==> config.mk <==
export PLATFORM = sky130hd
export DESIGN_NAME = seq_alu
export DESIGN_NICKNAME = d
export VERILOG_FILES = /design/src/rtl/alu_pkg.sv /design/src/rtl/seq_alu_muldiv.sv /design/src/rtl/seq_alu.sv
export SDC_FILE = /design/constraint.sdc
export NUM_CORES = 1
export LEC_CHECK = 0
export ABC_AREA = 1
export ABC_CLOCK_PERIOD_IN_PS = 2830
export CORE_UTILIZATION = 53
export DETAILED_ROUTE_END_ITERATION = 12
export PLACE_DENSITY = 0.75
export SETUP_SLACK_MARGIN = 0.5
export SLEW_MARGIN = 20
export SYNTH_ARGS = -nofsm -noshare
export SYNTH_HDL_FRONTEND = slang
export SYNTH_SLANG_ARGS = --single-unit
==> constraint.sdc <==
create_clock -name Clock -period 2.83 [get_ports Clock]
set_input_delay 0.4245 -clock Clock [delete_from_list [all_inputs] [get_ports Clock]]
set_output_delay 0.4245 -clock Clock [all_outputs]
set_load 0.03 [all_outputs]
==> src/rtl/alu_pkg.sv <==
// Shared opcodes, FSM state encoding and flag bit positions for seq_alu.
// The SEQ_ALU_MULDIV_EN build of seq_alu also uses the multi-cycle opcodes here.
package alu_pkg;

    localparam logic [4:0] OP_PASS_A = 5'd0;
    localparam logic [4:0] OP_PASS_B = 5'd1;
    localparam logic [4:0] OP_NOT_A  = 5'd2;
    localparam logic [4:0] OP_NOT_B  = 5'd3;
    localparam logic [4:0] OP_ADD    = 5'd4;
    localparam logic [4:0] OP_ADC    = 5'd5;
    localparam logic [4:0] OP_SUB    = 5'd6;
    localparam logic [4:0] OP_AND    = 5'd7;
    localparam logic [4:0] OP_OR     = 5'd8;
    localparam logic [4:0] OP_XOR    = 5'd9;
    localparam logic [4:0] OP_NAND   = 5'd10;
    localparam logic [4:0] OP_LSL    = 5'd11;
    localparam logic [4:0] OP_LSR    = 5'd12;
    localparam logic [4:0] OP_ASR    = 5'd13;
    localparam logic [4:0] OP_ROL    = 5'd14;
    localparam logic [4:0] OP_ROR    = 5'd15;
    localparam logic [4:0] OP_MUL    = 5'd16;
    localparam logic [4:0] OP_DIV    = 5'd17;
    localparam logic [4:0] OP_MOD    = 5'd18;

    localparam int FLAG_Z = 3;
    localparam int FLAG_C = 2;
    localparam int FLAG_N = 1;
    localparam int FLAG_O = 0;

    typedef enum logic [1:0] {
        IDLE = 2'd0,
        ITER = 2'd1,
        EXEC = 2'd2
    } state_t;

    function automatic logic is_muldiv(input logic [4:0] op);
        return (op == OP_MUL) || (op == OP_DIV) || (op == OP_MOD);
    endfunction

    function automatic logic is_divmod(input logic [4:0] op);
        return (op == OP_DIV) || (op == OP_MOD);
    endfunction

endpackage

==> src/rtl/seq_alu_muldiv.sv <==
// Iterative engine: shift-add multiply and restoring divide run side by side,
// one bit per step, for an effective width of WIDTH or WIDTH/2.
module seq_alu_muldiv #(
    parameter int WIDTH = 16
) (
    input  logic               Clock,
    input  logic               Reset,
    input  logic               load,
    input  logic               step,
    input  logic               half,
    input  logic [WIDTH-1:0]   a,
    input  logic [WIDTH-1:0]   b,
    output logic               done,
    output logic [2*WIDTH-1:0] product,
    output logic [WIDTH-1:0]   quotient,
    output logic [WIDTH-1:0]   remainder
);
    localparam int H  = WIDTH / 2;
    localparam int CW = $clog2(WIDTH);

    logic [CW-1:0]      count_reg;
    logic [2*WIDTH-1:0] acc_reg;
    logic [2*WIDTH-1:0] mcand_reg;
    logic [WIDTH-1:0]   mplier_reg;
    logic [WIDTH-1:0]   quo_reg;
    logic [WIDTH-1:0]   rem_reg;
    logic [WIDTH-1:0]   dvsr_reg;
    logic [WIDTH:0]     shifted;
    logic [WIDTH:0]     trial;

    // The remainder stays below the divisor, so bit WIDTH of the trial
    // subtraction is a clean borrow indicator.
    assign shifted = {rem_reg, quo_reg[WIDTH-1]};
    assign trial   = shifted - {1'b0, dvsr_reg};

    always_ff @(posedge Clock) begin
        if (Reset) begin
            count_reg  <= '0;
            acc_reg    <= '0;
            mcand_reg  <= '0;
            mplier_reg <= '0;
            quo_reg    <= '0;
            rem_reg    <= '0;
            dvsr_reg   <= '0;
        end else if (load) begin
            count_reg  <= half ? CW'(H - 1) : CW'(WIDTH - 1);
            acc_reg    <= '0;
            mcand_reg  <= {{WIDTH{1'b0}}, a};
            mplier_reg <= b;
            // Half-width dividends are left-aligned so the MSB-first walk
            // always starts from bit WIDTH-1.
            quo_reg    <= half ? (a << H) : a;
            rem_reg    <= '0;
            dvsr_reg   <= b;
        end else if (step) begin
            if (count_reg != '0) begin
                count_reg <= count_reg - CW'(1);
            end
            if (mplier_reg[0]) begin
                acc_reg <= acc_reg + mcand_reg;
            end
            mcand_reg  <= mcand_reg << 1;
            mplier_reg <= mplier_reg >> 1;
            if (!trial[WIDTH]) begin
                rem_reg <= trial[WIDTH-1:0];
                quo_reg <= {quo_reg[WIDTH-2:0], 1'b1};
            end else begin
                rem_reg <= shifted[WIDTH-1:0];
                quo_reg <= {quo_reg[WIDTH-2:0], 1'b0};
            end
        end
    end

    assign done      = (count_reg == '0);
    assign product   = acc_reg;
    assign quotient  = quo_reg;
    assign remainder = rem_reg;

endmodule

==> src/rtl/seq_alu.sv <==
// Registered ALU with Start/Ready/Valid handshake and Z/C/N/O flags register.
// Define SEQ_ALU_MULDIV_EN to build the iterative MUL/DIV/MOD ops (16-18).
module seq_alu
    import alu_pkg::*;
#(
    parameter int WIDTH = 16
) (
    input  logic             Clock,
    input  logic             Reset,
    input  logic             Start,
    output logic             Ready,
    input  logic [WIDTH-1:0] A,
    input  logic [WIDTH-1:0] B,
    input  logic [4:0]       Op,
    input  logic             Half,
    input  logic             WF,
    output logic [WIDTH-1:0] Result,
    output logic             Valid,
    output logic [3:0]       FlagsOut
);
    localparam int H = WIDTH / 2;
    localparam logic [WIDTH-1:0] TOP_FULL = {1'b1, {(WIDTH-1){1'b0}}};
    localparam logic [WIDTH-1:0] TOP_HALF = {{(WIDTH-H){1'b0}}, 1'b1, {(H-1){1'b0}}};

    state_t           state_reg, state_next;
    logic [WIDTH-1:0] a_reg, b_reg;
    logic [4:0]       op_reg;
    logic             half_reg, wf_reg;
    logic [WIDTH-1:0] result_reg;
    logic             valid_reg;
    logic [3:0]       flags_reg, flags_next;

    logic             accept, exec_fire;
    logic [WIDTH-1:0] mask_in, mask_reg, top_bit;
    logic             a_msb, b_msb, r_msb, cin, adc_cin;
    logic [WIDTH:0]   sum_add, diff_sub;
    logic             add_carry, sub_borrow;
    logic [WIDTH-1:0] res_raw, res_w;
    logic             legal, c_new, o_new, keep_n, arith;

    assign mask_in  = {{(WIDTH-H){~Half}}, {H{1'b1}}};
    assign mask_reg = {{(WIDTH-H){~half_reg}}, {H{1'b1}}};
    assign top_bit  = half_reg ? TOP_HALF : TOP_FULL;

`ifdef SEQ_ALU_MULDIV_EN
    logic               go_iter, b_zero_in, dz_reg;
    logic               eng_load, eng_step, eng_done;
    logic [2*WIDTH-1:0] eng_product;
    logic [WIDTH-1:0]   eng_quotient, eng_remainder;
    logic [WIDTH-1:0]   prod_lo, prod_hi;

    // Divide-by-zero never enters the iterative path.
    assign b_zero_in = ((B & mask_in) == '0);
    assign go_iter   = is_muldiv(Op) && !(is_divmod(Op) && b_zero_in);
    assign prod_lo   = half_reg ? {{(WIDTH-H){1'b0}}, eng_product[H-1:0]} : eng_product[WIDTH-1:0];
    assign prod_hi   = half_reg ? {{(WIDTH-H){1'b0}}, eng_product[WIDTH-1:H]} : eng_product[2*WIDTH-1:WIDTH];

    seq_alu_muldiv #(
        .WIDTH(WIDTH)
    ) u_muldiv (
        .Clock     (Clock),
        .Reset     (Reset),
        .load      (eng_load),
        .step      (eng_step),
        .half      (Half),
        .a         (A & mask_in),
        .b         (B & mask_in),
        .done      (eng_done),
        .product   (eng_product),
        .quotient  (eng_quotient),
        .remainder (eng_remainder)
    );
`endif

    // FSM state register
    always_ff @(posedge Clock) begin
        if (Reset) begin
            state_reg <= IDLE;
        end else begin
            state_reg <= state_next;
        end
    end

    // FSM next-state logic
    always_comb begin
        state_next = state_reg;
        case (state_reg)
            IDLE: begin
                if (accept) begin
`ifdef SEQ_ALU_MULDIV_EN
                    state_next = go_iter ? ITER : EXEC;
`else
                    state_next = EXEC;
`endif
                end
            end
`ifdef SEQ_ALU_MULDIV_EN
            ITER: begin
                if (eng_done) begin
                    state_next = EXEC;
                end
            end
`endif
            EXEC:    state_next = IDLE;
            default: state_next = IDLE;
        endcase
    end

    // FSM outputs; Ready stays low through the Valid cycle.
    always_comb begin
        Ready     = (state_reg == IDLE) && !valid_reg;
        accept    = Start && Ready;
        exec_fire = (state_reg == EXEC);
`ifdef SEQ_ALU_MULDIV_EN
        eng_load  = accept && go_iter;
        eng_step  = (state_reg == ITER);
`endif
    end

    assign cin        = flags_reg[FLAG_C];
    assign adc_cin    = (op_reg == OP_ADC) ? cin : 1'b0;
    assign sum_add    = {1'b0, a_reg} + {1'b0, b_reg} + {{WIDTH{1'b0}}, adc_cin};
    assign diff_sub   = {1'b0, a_reg} - {1'b0, b_reg};
    assign add_carry  = half_reg ? sum_add[H] : sum_add[WIDTH];
    assign sub_borrow = half_reg ? diff_sub[H] : diff_sub[WIDTH];
    assign a_msb      = |(a_reg & top_bit);
    assign b_msb      = |(b_reg & top_bit);

    always_comb begin
        res_raw    = '0;
        legal      = 1'b1;
        c_new      = flags_reg[FLAG_C];
        o_new      = flags_reg[FLAG_O];
        keep_n     = 1'b0;
        arith      = 1'b0;
        case (op_reg)
            OP_PASS_A: res_raw = a_reg;
            OP_PASS_B: res_raw = b_reg;
            OP_NOT_A:  res_raw = ~a_reg;
            OP_NOT_B:  res_raw = ~b_reg;
            OP_ADD, OP_ADC: begin
                res_raw = sum_add[WIDTH-1:0];
                c_new   = add_carry;
                arith   = 1'b1;
            end
            OP_SUB: begin
                res_raw = diff_sub[WIDTH-1:0];
                c_new   = sub_borrow;
                arith   = 1'b1;
            end
            OP_AND:  res_raw = a_reg & b_reg;
            OP_OR:   res_raw = a_reg | b_reg;
            OP_XOR:  res_raw = a_reg ^ b_reg;
            OP_NAND: res_raw = ~(a_reg & b_reg);
            OP_LSL: begin
                res_raw = a_reg << 1;
                c_new   = a_msb;
            end
            OP_LSR: begin
                res_raw = a_reg >> 1;
                c_new   = a_reg[0];
            end
            OP_ASR: begin
                res_raw = (a_reg >> 1) | (a_msb ? top_bit : '0);
                c_new   = a_reg[0];
                keep_n  = 1'b1;
            end
            OP_ROL: begin
                res_raw = {a_reg[WIDTH-2:0], cin};
                c_new   = a_msb;
            end
            OP_ROR: begin
                res_raw = (a_reg >> 1) | (cin ? top_bit : '0);
                c_new   = a_reg[0];
            end
`ifdef SEQ_ALU_MULDIV_EN
            OP_MUL: begin
                res_raw = prod_lo;
                c_new   = |prod_hi;
                o_new   = |prod_hi;
            end
            OP_DIV: begin
                res_raw = dz_reg ? '1 : eng_quotient;
                c_new   = dz_reg;
            end
            OP_MOD: begin
                res_raw = dz_reg ? a_reg : eng_remainder;
                c_new   = dz_reg;
            end
`endif
            default: legal = 1'b0;
        endcase
        res_w = res_raw & mask_reg;
        r_msb = |(res_w & top_bit);
        if (arith) begin
            o_new = c_new ^ a_msb ^ b_msb ^ r_msb;
        end
        flags_next         = '0;
        flags_next[FLAG_Z] = (res_w == '0);
        flags_next[FLAG_C] = c_new;
        flags_next[FLAG_N] = keep_n ? flags_reg[FLAG_N] : r_msb;
        flags_next[FLAG_O] = o_new;
    end

    always_ff @(posedge Clock) begin
        if (Reset) begin
            a_reg      <= '0;
            b_reg      <= '0;
            op_reg     <= '0;
            half_reg   <= 1'b0;
            wf_reg     <= 1'b0;
            result_reg <= '0;
            valid_reg  <= 1'b0;
            flags_reg  <= '0;
`ifdef SEQ_ALU_MULDIV_EN
            dz_reg     <= 1'b0;
`endif
        end else begin
            valid_reg <= exec_fire;
            if (accept) begin
                a_reg    <= A & mask_in;
                b_reg    <= B & mask_in;
                op_reg   <= Op;
                half_reg <= Half;
                wf_reg   <= WF;
`ifdef SEQ_ALU_MULDIV_EN
                dz_reg   <= b_zero_in;
`endif
            end
            if (exec_fire) begin
                result_reg <= res_w;
                if (wf_reg && legal) begin
                    flags_reg <= flags_next;
                end
            end
        end
    end

    assign Result   = result_reg;
    assign Valid    = valid_reg;
    assign FlagsOut = flags_reg;

endmodule

==> results by group, run 1 <==
Run status
  – Status: finished clean

Timing
  – Pins Over Slew Limit: 0
  – Worst Tran Pin Value: 0.550 ns
  – Minimum clock period: 2.66 ns
  – Final setup violation count: 0
  – Worst Clk Skew: 0.00785 ns
  – Hold Fails Final Rpt: 0
  – Final period util: 0.941
  – Post-route setup slack: 0.168 ns
  – Setup_tns: 0 ns
  – Rel. slew slack: 0.631
  – Fmax: 0.376 GHz
  – Unrepaired setup endpoints after global routing: true

GRT
  – First-pass GRT wire length: 35300 µm
  – GRT Resource Usage Total: 0.393
  – Overflow after GRT: 0
  – Vias in the first global route: 6860
  – Initial antenna violation count: 0
  – Pin count of the biggest net entering global routing: 40

Detailed routing
  – Post-route ant nets: 0
  – Iter 0 DRT Violations: 921
  – Drt wl/cell: 17.0 µm
  – DR vias/cell: 5.69
  – Total iterations of the first detailed-routing run: 6
  – Routed Wire Length: 22700 µm
  – # DRC: 0
  – Vias: 7580

Synthesis
  – Post-synth EDFFs: 0
  – Register area share after synthesis: 0.201
  – Syn Nets: 1179
  – Cell area after synthesis: 6090 µm²
  – Synth cell types: 33
  – Cells after Synth: 1086
  – Synth Flop Type: dfxtp_1
  – Yosys warns: 0
  – Synth Register Bits: 61
  – Synth async-reset ratio: 0
  – Syn_area_per_cell: 5.61 µm²

Critical path
  – Reg2reg path depth: 17
  – Worst EP arrival: 2.92 ns
  – CP Class: reg -> reg
  – Worst path buffer plus inverter count: 2
  – R2r setup slk: 0.17 ns
  – R2R Path Start: op_reg[3]
  – Req. time, crit path: 3.08 ns
  – Crit. End Element: flip-flop
  – Crit start category: flip-flop
  – Slowest stage delay, CP: 0.39 ns
  – Slowest cell on the critical path: fa_2
  – CP max FO: 4
  – Cell Chain, Critical Path: inv_4, nand2_4, nor2_4, nand3_2, fa_2, fa_2, inv_4, nand3_4, a31oi_1, nor2_1, nor2_1, nand3_1, nor2_1, nand2_1, nor2_2, nand4_1, a21oi_1
  – Most common cell on crit path: nor2_1
  – Top cell family by delay on the critical path: simple AND/OR/NAND/NOR gates
  – Reg2reg end: FlagsOut[3]

Finish
  – Final Net Count: 1280
  – Post-route insts no fill: 1332
  – Layout fillers: 1006
  – Fin area: 7830 µm²
  – Layout cells sized above 1: 0.141
  – Diode count: 0
  – Area grow syn2layout: 28.7%

Floorplan
  – Ports: 64
  – Die Width: 109 µm
  – Vert. Die Dim: 109 µm
  – Initial core utilization: 0.552
  – # rows: 38
  – Core area: 11000 µm²
  – Die area: 11900 µm²

Power
  – Int Power: 2.07 mW
  – Combinational share of power: 0.386
  – Clock Power Share: 0.327
  – Worst VDD drop: 0.485 mV
  – Pwr dens: 430 nW/µm²
  – Sw Ratio: 0.385
  – Switching pwr: 1.30 mW
  – Seq pwr share: 0.286
  – Leak: 3.78 nW

Min path
  – Hold Path Sink: wf_reg
  – Hold Path Depth: 2
  – Min-delay src: wf_reg
  – Worst min path class: reg -> reg

Clock tree
  – Clock transition at the registers of the reported paths: 0.06 ns
  – CTS tree: yes
  – Skew-Pair Late Insertion Delay: 0.33 ns
  – CTS Buffer Depth: 2
  – H-tree levels: 3
  – Number of CTS-inserted buffers: 9
  – Clock net sink count: 61
  – Root buffer cell: clkbuf_16

Placement
  – Placed Instances: 1305
  – DP Wirelength: 17200 µm
  – Placed Area: 7190 µm²
  – # port buffers: 63
  – GP Congestion: 1.02
  – Dpl ws: 0.108 ns

Job
  – Max-cap violations: 0
Yosys cell counts (2+ instances only):
master,count,area [µm²]
ha_1,48,601
dfxtp_1,61,1220
a211oi_1,2,15.0
fa_1,3,60.1
o22ai_1,4,25.0
or2_2,3,18.8
a21oi_1,56,280
o21ai_1,3,15.0
o211ai_1,11,82.6
nor3_1,7,35.0
inv_1,135,507
buf_2,18,90.1
nand2_1,359,1350
nor2_1,135,507
a22oi_1,11,82.6
inv_2,6,22.5
nand3_1,105,526
nor2_2,2,12.5
o21ai_0,58,290
and2_1,5,31.3
nor2_4,3,33.8
nand4_1,19,119
o21bai_1,3,22.5
clkbuf_1,20,75.1
cells in the final DEF (no fill, tap or decap), types with 19 or more instances in the layout:
cell type	count
nand2_1	344
nor2_1	128
inv_1	128
nand3_1	91
buf_4	65
clkdlybuf4s50_1	63
a21oi_1	55
o21ai_0	51
dfxtp_1	50
ha_1	36
nand4_1	19
per-stage QoR:
stage	total power, mW	hold slack (ns)	utilization
after global placement	2.12	0.454	0.652
final	3.37	0.473	0.710
after global routing	3.54	0.492	0.710
after CTS	3.28	0.466	0.697
after detailed placement	2.13	0.458	0.652
after floorplan	1.71	0.430	-
cell type report:
type                       count  area, µm²  share of cell area
sequential                    61       1240               0.158
tap                          140        175              0.0224
clock inverter                 6       63.8             0.00815
clock buffer                  10        229              0.0292
timing repair buffer         129       1130               0.144
inverter                     142        541              0.0690
multi-input combinational    844       4460               0.569
how the worst max path moves through the flow:
| stage | start | cells after the start | endpoint | slack [ns] |
|---|---|---|---|---|
| after floorplan | op_reg[2] | 22 | FlagsOut[0] | 0.33 |
| after global placement | op_reg[3] | 22 | FlagsOut[0] | 0.18 |
| after detailed placement | op_reg[3] | 19 | FlagsOut[3] | 0.11 |
| after CTS | op_reg[3] | 22 | FlagsOut[0] | 0.26 |
| after global routing | op_reg[3] | 17 | FlagsOut[3] | 0.03 |
| final | op_reg[3] | 17 | FlagsOut[3] | 0.17 |
per-layer routing:
layer,global-route usage,vias up,part of all wire,routed length (µm)
li1,-,3656,-,-
met1,0.560,3372,0.43,9800
met2,0.570,475,0.41,9240
met3,0.0777,77,0.12,2630
met4,0.167,0,0.043,978
met5,0,-,0,0
worst register-to-register path, delay by kind of cell, from the launching register on:
| family | cells | cell delay (ns) |
|---|---|---|
| AND/OR/NAND/NOR | 11 | 1.01 |
| adder cells (fa/ha/maj) | 2 | 0.76 |
| flip-flops | 1 | 0.35 |
| AO/OA/AOI/OAI | 2 | 0.32 |
| buffers and inverters | 2 | 0.15 |
logic make-up (layout without fill, tap and decap cells):
kind of cell	Yosys count	count (layout)	synth area share
buf+inv	181	287	0.117
fa+ha+maj	51	51	0.109
compound gates	151	151	0.137
flops	61	61	0.201
simple gates	641	641	0.436
xor+xnor	1	1	0.00144
power by group through the flow:
stage          clock [mW]  sequential [mW]  combinational, mW
3_3_place_gp            0            0.977               1.14
3_5_place_dp            0            0.978               1.15
5_1_grt              1.15            0.970               1.42
2_1_floorplan           0            0.996              0.710
4_1_cts              1.11            0.960               1.21
6_report             1.10            0.964               1.30
timing repair:
action                                  4_1_cts  5_1_grt
pin swaps                                    16        6
buffers inserted                              8        3
hold buffers                                  0        0
endpoints found under the setup margin       11       13
resized for setup                            42       37
Power figures use the tool's default switching activity.
==> inputs of run 2 (changes only) <==
SLEW_MARGIN = unset   (was 20)
==> results of run 2 <==
Same layout as run 1: the final DEF is identical, and so are final timing and power.
